`config.mk`:
```
export PLATFORM = sky130hd
export DESIGN_NAME = grayscale_stream_flat
export DESIGN_NICKNAME = d
export VERILOG_FILES = /design/src/rtl/grayscale_stream_if.sv /design/src/rtl/grayscale_stream.sv /design/src/flat_wrapper.sv
export SDC_FILE = /design/constraint.sdc
export NUM_CORES = 2
export LEC_CHECK = 0
export ABC_AREA = 1
export BUFFER_PORTS_ARGS = -buffer_cell sky130_fd_sc_hd__buf_2
export CAP_MARGIN = 30
export CORE_AREA = 4 4 340 342
export CTS_BUF_LIST = sky130_fd_sc_hd__clkbuf_8
export CTS_CLUSTER_DIAMETER = 80
export CTS_CLUSTER_SIZE = 20
export DETAILED_ROUTE_END_ITERATION = 10
export DIE_AREA = 0 0 344 346
export HOLD_SLACK_MARGIN = 0.03
export SETUP_SLACK_MARGIN = 0.05
export SLEW_MARGIN = 20
export SYNTH_ARGS = -nofsm -noshare
export SYNTH_HDL_FRONTEND = slang
export SYNTH_SLANG_ARGS = --single-unit
```
`constraint.sdc`:
```
create_clock -name clk -period 17 [get_ports clk]
set_input_delay 0 -clock clk [delete_from_list [all_inputs] [get_ports clk]]
set_output_delay 0 -clock clk [all_outputs]
set_load 0.03 [all_outputs]
```
`src/rtl/grayscale_stream_if.sv`:
```
// grayscale_stream_if
//   Stream bundle for grayscale_stream: one RGB input stream and one grey
//   output stream, plus the per-beat mode select and the frame counter.
//
//   Handshake: a beat moves across a port on the rising clock edge where
//   its valid and ready are both high. A producer keeps valid and payload
//   steady until that edge. ready may depend combinationally on the
//   downstream ready.
//
//   Signals
//     mode        : 0 = arithmetic mean, 1 = weighted luma (per input beat)
//     in_valid    : input beat valid
//     in_ready    : block accepts the input beat this cycle
//     in_rgb      : NUM_PIXELS lanes, lane k at 3*k*BIT_PER_PIXEL, {B,G,R} from LSB
//     in_last     : input beat is the last one of its frame
//     out_valid   : output beat valid
//     out_ready   : downstream accepts the output beat
//     out_gray    : NUM_PIXELS grey lanes, lane k at k*BIT_PER_PIXEL
//     out_last    : in_last of the same beat
//     frame_count : frames completed at the output (wraps at 16 bits)
//
//   Modports: master = stream source/sink side (testbench), slave = block.
interface grayscale_stream_if #(
    parameter int BIT_PER_PIXEL = 8,
    parameter int NUM_PIXELS    = 9
);
    logic                                  mode;
    logic                                  in_valid;
    logic                                  in_ready;
    logic [NUM_PIXELS*3*BIT_PER_PIXEL-1:0] in_rgb;
    logic                                  in_last;
    logic                                  out_valid;
    logic                                  out_ready;
    logic [NUM_PIXELS*BIT_PER_PIXEL-1:0]   out_gray;
    logic                                  out_last;
    logic [15:0]                           frame_count;

    modport master (
        output mode, in_valid, in_rgb, in_last, out_ready,
        input  in_ready, out_valid, out_gray, out_last, frame_count
    );

    modport slave (
        input  mode, in_valid, in_rgb, in_last, out_ready,
        output in_ready, out_valid, out_gray, out_last, frame_count
    );
endinterface

```
`src/rtl/grayscale_stream.sv`:
```
// grayscale_stream
//   Converts NUM_PIXELS RGB lanes per beat to grey, two-stage pipeline.
//   S1 registers the per-lane component sum and the weighted luma sum
//   together with the beat's mode and last flag; S2 registers the selected
//   grey result and last. Full throughput of one beat per cycle with
//   out_ready high; backpressure stalls S2 first, then S1, then in_ready.
//
//   mean     = floor((R+G+B)/3)
//   weighted = floor((77R+150G+29B)/256)
//   With macro GRAYSCALE_ROUND_EN defined both round to nearest instead:
//   mean = floor((sum+1)/3), weighted = floor((w+128)/256). Latency and
//   interface are the same in both builds.
//
//   Ports
//     clk   : clock, rising edge
//     reset : synchronous, active-high; drops all in-flight beats
//     bus   : grayscale_stream_if.slave (streams, mode, frame_count)
module grayscale_stream #(
    parameter int BIT_PER_PIXEL = 8,
    parameter int NUM_PIXELS    = 9
) (
    input  logic                    clk,
    input  logic                    reset,
    grayscale_stream_if.slave       bus
);
    localparam int B  = BIT_PER_PIXEL;
    localparam int SW = B + 2;          // R+G+B never exceeds 3*(2^B-1)
    localparam int WW = B + 8;          // weights add up to 256
    localparam int GW = NUM_PIXELS * B;

`ifdef GRAYSCALE_ROUND_EN
    localparam logic [SW-1:0] MEAN_BIAS = SW'(1);
    localparam logic [WW-1:0] LUMA_BIAS = WW'(128);
`else
    localparam logic [SW-1:0] MEAN_BIAS = '0;
    localparam logic [WW-1:0] LUMA_BIAS = '0;
`endif

    logic          s1_adv, s2_adv, in_ready_c, in_fire;

    logic          s1_valid_q, s1_valid_d;
    logic          s1_mode_q,  s1_mode_d;
    logic          s1_last_q,  s1_last_d;
    logic [SW-1:0] s1_sum_q  [NUM_PIXELS];
    logic [SW-1:0] s1_sum_d  [NUM_PIXELS];
    logic [WW-1:0] s1_luma_q [NUM_PIXELS];
    logic [WW-1:0] s1_luma_d [NUM_PIXELS];

    logic          s2_valid_q, s2_valid_d;
    logic          s2_last_q,  s2_last_d;
    logic [GW-1:0] s2_gray_q,  s2_gray_d;

    logic [15:0]   frame_count_q, frame_count_d;

    logic [SW-1:0] lane_sum  [NUM_PIXELS];
    logic [WW-1:0] lane_luma [NUM_PIXELS];
    logic [GW-1:0] lane_gray;

    // Per-lane arithmetic: sums from the input bus feed S1, the divide and
    // mode select work on S1 contents and feed S2.
    for (genvar k = 0; k < NUM_PIXELS; k++) begin : g_lane
        logic [B-1:0] b_c, g_c, r_c;
        assign b_c = bus.in_rgb[(3*k)*B   +: B];
        assign g_c = bus.in_rgb[(3*k+1)*B +: B];
        assign r_c = bus.in_rgb[(3*k+2)*B +: B];

        assign lane_sum[k]  = SW'(r_c) + SW'(g_c) + SW'(b_c);
        assign lane_luma[k] = WW'(77) * WW'(r_c) + WW'(150) * WW'(g_c)
                            + WW'(29) * WW'(b_c);

        // Both quotients fit in B bits, so no saturation is needed.
        assign lane_gray[k*B +: B] = s1_mode_q
            ? B'((s1_luma_q[k] + LUMA_BIAS) >> 8)
            : B'((s1_sum_q[k] + MEAN_BIAS) / SW'(3));
    end

    always_comb begin
        s2_adv     = !s2_valid_q || bus.out_ready;
        s1_adv     = !s1_valid_q || s2_adv;
        // Held low while reset is high so nothing is taken during reset.
        in_ready_c = !reset && s1_adv;
        in_fire    = bus.in_valid && in_ready_c;

        s1_valid_d    = s1_valid_q;
        s1_mode_d     = s1_mode_q;
        s1_last_d     = s1_last_q;
        s1_sum_d      = s1_sum_q;
        s1_luma_d     = s1_luma_q;
        s2_valid_d    = s2_valid_q;
        s2_last_d     = s2_last_q;
        s2_gray_d     = s2_gray_q;
        frame_count_d = frame_count_q;

        if (s1_adv) begin
            s1_valid_d = in_fire;
            if (in_fire) begin
                s1_sum_d  = lane_sum;
                s1_luma_d = lane_luma;
                s1_mode_d = bus.mode;
                s1_last_d = bus.in_last;
            end
        end

        // S2 payload only changes when it advances, so it holds under stall.
        if (s2_adv) begin
            s2_valid_d = s1_valid_q;
            if (s1_valid_q) begin
                s2_gray_d = lane_gray;
                s2_last_d = s1_last_q;
            end
        end

        if (s2_valid_q && bus.out_ready && s2_last_q) begin
            frame_count_d = frame_count_q + 16'd1;
        end
    end

    always_ff @(posedge clk) begin
        if (reset) begin
            s1_valid_q    <= 1'b0;
            s1_mode_q     <= 1'b0;
            s1_last_q     <= 1'b0;
            s1_sum_q      <= '{default: '0};
            s1_luma_q     <= '{default: '0};
            s2_valid_q    <= 1'b0;
            s2_last_q     <= 1'b0;
            s2_gray_q     <= '0;
            frame_count_q <= '0;
        end else begin
            s1_valid_q    <= s1_valid_d;
            s1_mode_q     <= s1_mode_d;
            s1_last_q     <= s1_last_d;
            s1_sum_q      <= s1_sum_d;
            s1_luma_q     <= s1_luma_d;
            s2_valid_q    <= s2_valid_d;
            s2_last_q     <= s2_last_d;
            s2_gray_q     <= s2_gray_d;
            frame_count_q <= frame_count_d;
        end
    end

    assign bus.in_ready    = in_ready_c;
    assign bus.out_valid   = s2_valid_q;
    assign bus.out_gray    = s2_gray_q;
    assign bus.out_last    = s2_last_q;
    assign bus.frame_count = frame_count_q;
endmodule
```
`src/flat_wrapper.sv`:
```
// flat-port wrapper written by rule: the top's interface ports become plain ports
module grayscale_stream_flat 
#(
    parameter int BIT_PER_PIXEL = 8,
    parameter int NUM_PIXELS    = 9
)
  (clk, reset, bus_mode, bus_in_valid, bus_in_rgb, bus_in_last, bus_out_ready, bus_in_ready, bus_out_valid, bus_out_gray, bus_out_last, bus_frame_count);
  grayscale_stream_if #(.BIT_PER_PIXEL(BIT_PER_PIXEL), .NUM_PIXELS(NUM_PIXELS)) bus_i ();
  input  logic clk;
  input  logic reset;
  input wire logic [$bits(bus_i.mode)-1:0] bus_mode;
  input wire logic [$bits(bus_i.in_valid)-1:0] bus_in_valid;
  input wire logic [$bits(bus_i.in_rgb)-1:0] bus_in_rgb;
  input wire logic [$bits(bus_i.in_last)-1:0] bus_in_last;
  input wire logic [$bits(bus_i.out_ready)-1:0] bus_out_ready;
  output wire logic [$bits(bus_i.in_ready)-1:0] bus_in_ready;
  output wire logic [$bits(bus_i.out_valid)-1:0] bus_out_valid;
  output wire logic [$bits(bus_i.out_gray)-1:0] bus_out_gray;
  output wire logic [$bits(bus_i.out_last)-1:0] bus_out_last;
  output wire logic [$bits(bus_i.frame_count)-1:0] bus_frame_count;
  assign bus_i.mode = bus_mode;
  assign bus_i.in_valid = bus_in_valid;
  assign bus_i.in_rgb = bus_in_rgb;
  assign bus_i.in_last = bus_in_last;
  assign bus_i.out_ready = bus_out_ready;
  assign bus_in_ready = bus_i.in_ready;
  assign bus_out_valid = bus_i.out_valid;
  assign bus_out_gray = bus_i.out_gray;
  assign bus_out_last = bus_i.out_last;
  assign bus_frame_count = bus_i.frame_count;
  grayscale_stream #(.BIT_PER_PIXEL(BIT_PER_PIXEL), .NUM_PIXELS(NUM_PIXELS)) u_core (.clk(clk), .reset(reset), .bus(bus_i));
endmodule
```
# Yosys cells after proc, flatten, opt, wreduce, memory -nomap -nowiden
# Index checks and enable logic that the tools add are counted.
# word_totals
ff_bits,327
out_inout_bits,91
wordCells,118
# classes
addsub,37
mul,27
div_mod_pow,9
muxes,9
n_reduce_logical,11
# ops
operator,n
7-bit by 8-bit multiplier with 15-bit output (first input constant),18
15-bit by 16-bit adder with 16-bit output,9
16-bit by 13-bit adder with 16-bit output,9
5-bit by 8-bit multiplier with 13-bit output (first input constant),9
10-bit by 8-bit adder with 10-bit output,9
10-bit by 2-bit divider with 10-bit output (second input constant),9
8-bit by 8-bit adder with 9-bit output,9
8-bit 2-to-1 mux,9
16-bit by 1-bit adder with 16-bit output (second input constant),1
1-bit logical AND,4
2-bit AND reduction,2
1-bit logical NOT,3
1-bit logical OR,2

# Depth between registers and ports, before layout
# depth
ltp_word,6
mapped_depth,36

# Least setup slack after synthesis
# OpenSTA, ideal clock, no wires.
# synth_path
path_type,input-to-reg
from,input port bus_in_rgb[60]
to,register u_core.s1_luma_q[110] (netlist bit)
setup_time_ns,0.109
arrival_time_ns,5.686
slack_ns,11.205
cell_stages,32
path_cell_list,ha_1 > ha_1 > inv_1 > fa_1 > fa_1 > inv_1 > ha_1 > xor2_1 > fa_1 > inv_1 > fa_1 > fa_1 > inv_1 > fa_1 > ha_1 > o21a_1 > o21ai_0 > nand2_1 > nand2_1 > inv_1 > nor2_1 > inv_1 > nand2_1 > nand2_1 > nand2_1 > nand2_1 > nand2_1 > nand2_1 > a21oi_1 > o21ai_0 > nand2_1 > inv_1
# synth_between
elab_chain_cells,3
# synth_lines
item,line,rtl
from (decl),flat_wrapper.sv:13,input wire logic [$bits(bus_i.in_rgb)-1:0] bus_in_rgb;
7-bit by 8-bit multiplier with 15-bit output,grayscale_stream.sv:68,assign lane_luma[k] = WW'(77) * WW'(r_c) + WW'(150) * WW'(g_c)
15-bit by 16-bit adder with 16-bit output,grayscale_stream.sv:68,
16-bit by 13-bit adder with 16-bit output,grayscale_stream.sv:69,+ WW'(29) * WW'(b_c);
to (signal assigned),grayscale_stream.sv:134,s1_luma_q <= s1_luma_d;
to (decl),grayscale_stream.sv:46,logic [WW-1:0] s1_luma_q [NUM_PIXELS];
# Every way passes these cells.
# A chain may end at the register's enable or synchronous reset.

# Worst setup path in the final report
# layout_path
from,input port bus_in_rgb[59]
to,register u_core.s1_luma_q[110] (netlist bit)
# The elaborated chain is that of the path after synthesis.

==> flow_metrics.env <==
export IMPL_status="finished, final reports clean"
export IMPL_cp_max_fo=5
export IMPL_fin_nets=7594
export IMPL_finalMaxSlewViolations=0
export IMPL_port_buffers=312
export IMPL_clock_sinks=255
export IMPL_drt_wirelength_per_cell_um=14.1
export IMPL_worstSkewPairLatency_ps=640
export IMPL_synth_area_leader_cell="ha_1"
export IMPL_fin_area_um2=49500
export IMPL_cts_root_buf="clkbuf_8"
export IMPL_yosys_cell_types_count=46
export IMPL_placed_cells=7333
export IMPL_synth_edf_count=0
export IMPL_die_x_um=344
export IMPL_crit_slowest_cell="fa_1"
export IMPL_grt_total_usage=0.182
export IMPL_fp_coreArea_um2=112000
export IMPL_grt_pass1_wl_um=180000
export IMPL_clock_fmax_mhz=176
export IMPL_antenna_left=0
export IMPL_p_per_area_nw_per_um2=166
export IMPL_synth_top_area_frac=0.254
export IMPL_clk_path_buf_depth=3
export IMPL_met1_usage=0.250
export IMPL_dp_hpwl_um=87100
export IMPL_io_pins=313
export IMPL_cp_required_ps=17510
export IMPL_wl_um=106000
export IMPL_antenna_found_initial=8
export IMPL_p_leak_nw=27.5
export IMPL_nFillCells=11400
export IMPL_grt_setup_unrepaired="false"
export IMPL_setup_viol=0
export IMPL_area_growth_pct=10.3
export IMPL_avgSynthCellArea_um2=8.00
export IMPL_worstSetupPathType="in2reg"
export IMPL_syn_area_um2=44800
export IMPL_min_period_over_period=0.335
export IMPL_start_util=0.399
export IMPL_hold_viol=0
export IMPL_path_common_cell="nand2_1"
export IMPL_layout_commonest_cell="inv_1"
export IMPL_grtUsageMet2=0.311
export IMPL_crit_start="bus_in_rgb[59]"
export IMPL_cts_setup_buffers=0
export IMPL_synth_ff_type="dfxtp_1"
export IMPL_fin_cells=7468
export IMPL_post_route_drc_count=0
export IMPL_reg2reg_from="u_core.s1_sum_q[9]"
export IMPL_htreeDepth=1
export IMPL_synth_nets=7249
export IMPL_async_reset_ff_frac=0
export IMPL_dpl_cell_area_um2=48000
export IMPL_hold_class="in2reg"
export IMPL_tightest_slew_ps=838
export IMPL_grt_overflow=0
export IMPL_numCtsBuffers=23
export IMPL_vdd_ir_drop_max_v=0.000154
export IMPL_grt_use_met3=0.0224
export IMPL_finalSetupTns_ps=0
export IMPL_grt_max_degree=192
export IMPL_ctsResizeCount=0
export IMPL_grt_pass1_vias=36200
export IMPL_final_min_clock_period_ps=5690
export IMPL_start_kind="input port"
export IMPL_crit_path_end_kind="register"
export IMPL_via_per_inst=4.73
export IMPL_rows=123
export IMPL_clk_pin_slew_ps=110
export IMPL_ys_seq_area_frac=0.114
export IMPL_yosys_register_bits=255
export IMPL_cts_tree="yes"
export IMPL_syn_inst=5604
export IMPL_synth_area_leaders="ha_1 25%, fa_1 23%, inv_1 12%, dfxtp_1 11%, nand2_1 5.3%"
export IMPL_most_common_layout_cells="1467 x inv_1, 910 x ha_1, 637 x nand2_1, 513 x fa_1, 427 x a21oi_1"
export IMPL_grt_busiest_layer="met2"
export IMPL_dr_first_iter_drc_count=1155
export IMPL_yosys_warnings=0
export IMPL_gp_congestion=0.845
export IMPL_slowest_delay_ps=500
export IMPL_ctsHoldBuffers=90
export IMPL_finalClockSkew_ps=73.1
export IMPL_die_h_um=346
export IMPL_slew_headroom=0.441
export IMPL_hold_path_startpoint="bus_in_rgb[173]"
export IMPL_critical_path_arrival_ps=6190
export IMPL_dieArea_um2=119000
export IMPL_drive_gt1_frac=0.0740
export IMPL_first_pass_iters=5
export IMPL_max_cap_violations=0
export IMPL_vias=35300
export IMPL_total_power_w=0.00821
## through the flow
stage | utilization | worst slack (ps) | hold WS, ps
floorplan | - | 11210 | 155
global placement | 0.428 | 10640 | 290
detailed placement | 0.428 | 10650 | 298
CTS | 0.440 | 11330 | 30.1
global route | 0.440 | 10750 | 76.6
finish | 0.440 | 11310 | 83.3
## layout make-up
cell class	count	area (um^2)	area share
Multi-Input combinational cell	3773	33800	0.684
Tap cell	1500	1880	0.0379
Clock buffer	25	344	0.00696
Antenna cell	5	12.5	0.000253
Timing Repair Buffer	413	2570	0.0520
Sequential cell	255	5110	0.103
Inverter	1483	5580	0.113
Clock inverter	14	145	0.00293
## worst max-delay path, delay by kind of cell
kind,cells,cell delay (ps)
compound gates,5,830
xor+xnor,1,220
fa+ha+maj,10,3810
buf+inv,9,580
simple gates,10,730
## state kept, by name, summed over array words and instances, names as in the netlist
| signal | cells |
|---|---|
| u_core.bus.out_gray | 72 |
| u_core.s1_sum_q | 90 |
| u_core.s1_mode_q | 1 |
| u_core.s1_luma_q | 72 |
| u_core.bus.frame_count | 16 |
| u_core.bus.out_last | 1 |
| u_core.bus.out_valid | 1 |
| u_core.s1_last_q | 1 |
| u_core.s1_valid_q | 1 |
## power breakdown
part	internal (W)	total (W)	switching, W
combinational	0.00293	0.00699	0.00406
sequential	0.000734	0.000816	0.0000820
clock	0.000150	0.000407	0.000257
total	0.00381	0.00821	0.00440
## Yosys cell counts (all sizes together), types with 2 or more instances
cell and count:
a21o 21, a21oi 431, a31oi 16, a32o 9, and2 5, buf 6
clkbuf 87, clkinv 3, dfxtp 255, fa 513, ha 910, inv 1480
nand2 651, nand3 219, nand3b 8, nand4 13, nor2 251, nor3 14
o211ai 26, o21a 6, o21ai 331, o21bai 44, o221ai 7, o22ai 2
o31ai 23, o32ai 3, or2 20, or3 9, xnor2 70, xor2 166
## layer usage
layer	wire (um)	up-vias
met1	50500	16500
met3	4310	75
met2	48900	412
li1	-	18300
met4	1830	0
met5	0	-
## worst paths after layout
path	slack [ps]	cells after the start	to
min	80	4	u_core.s1_sum_q[15]
max reg2reg	13440	32	u_core.bus.out_gray[64]
max	11310	35	u_core.s1_luma_q[110]
min reg2reg	460	2	u_core.s1_last_q
## cells by family after synthesis
logic type                 after synthesis  synth area share
AOI/OAI and AO/OA                      921             0.113
xor gates and xnor gates               236            0.0461
adders and majority gates             1423             0.483
buffers and inverters                 1576             0.132
DFF                                    255             0.114
and+or+nand+nor                       1193             0.112
Note: power is estimated with default switching activity, not from simulation.
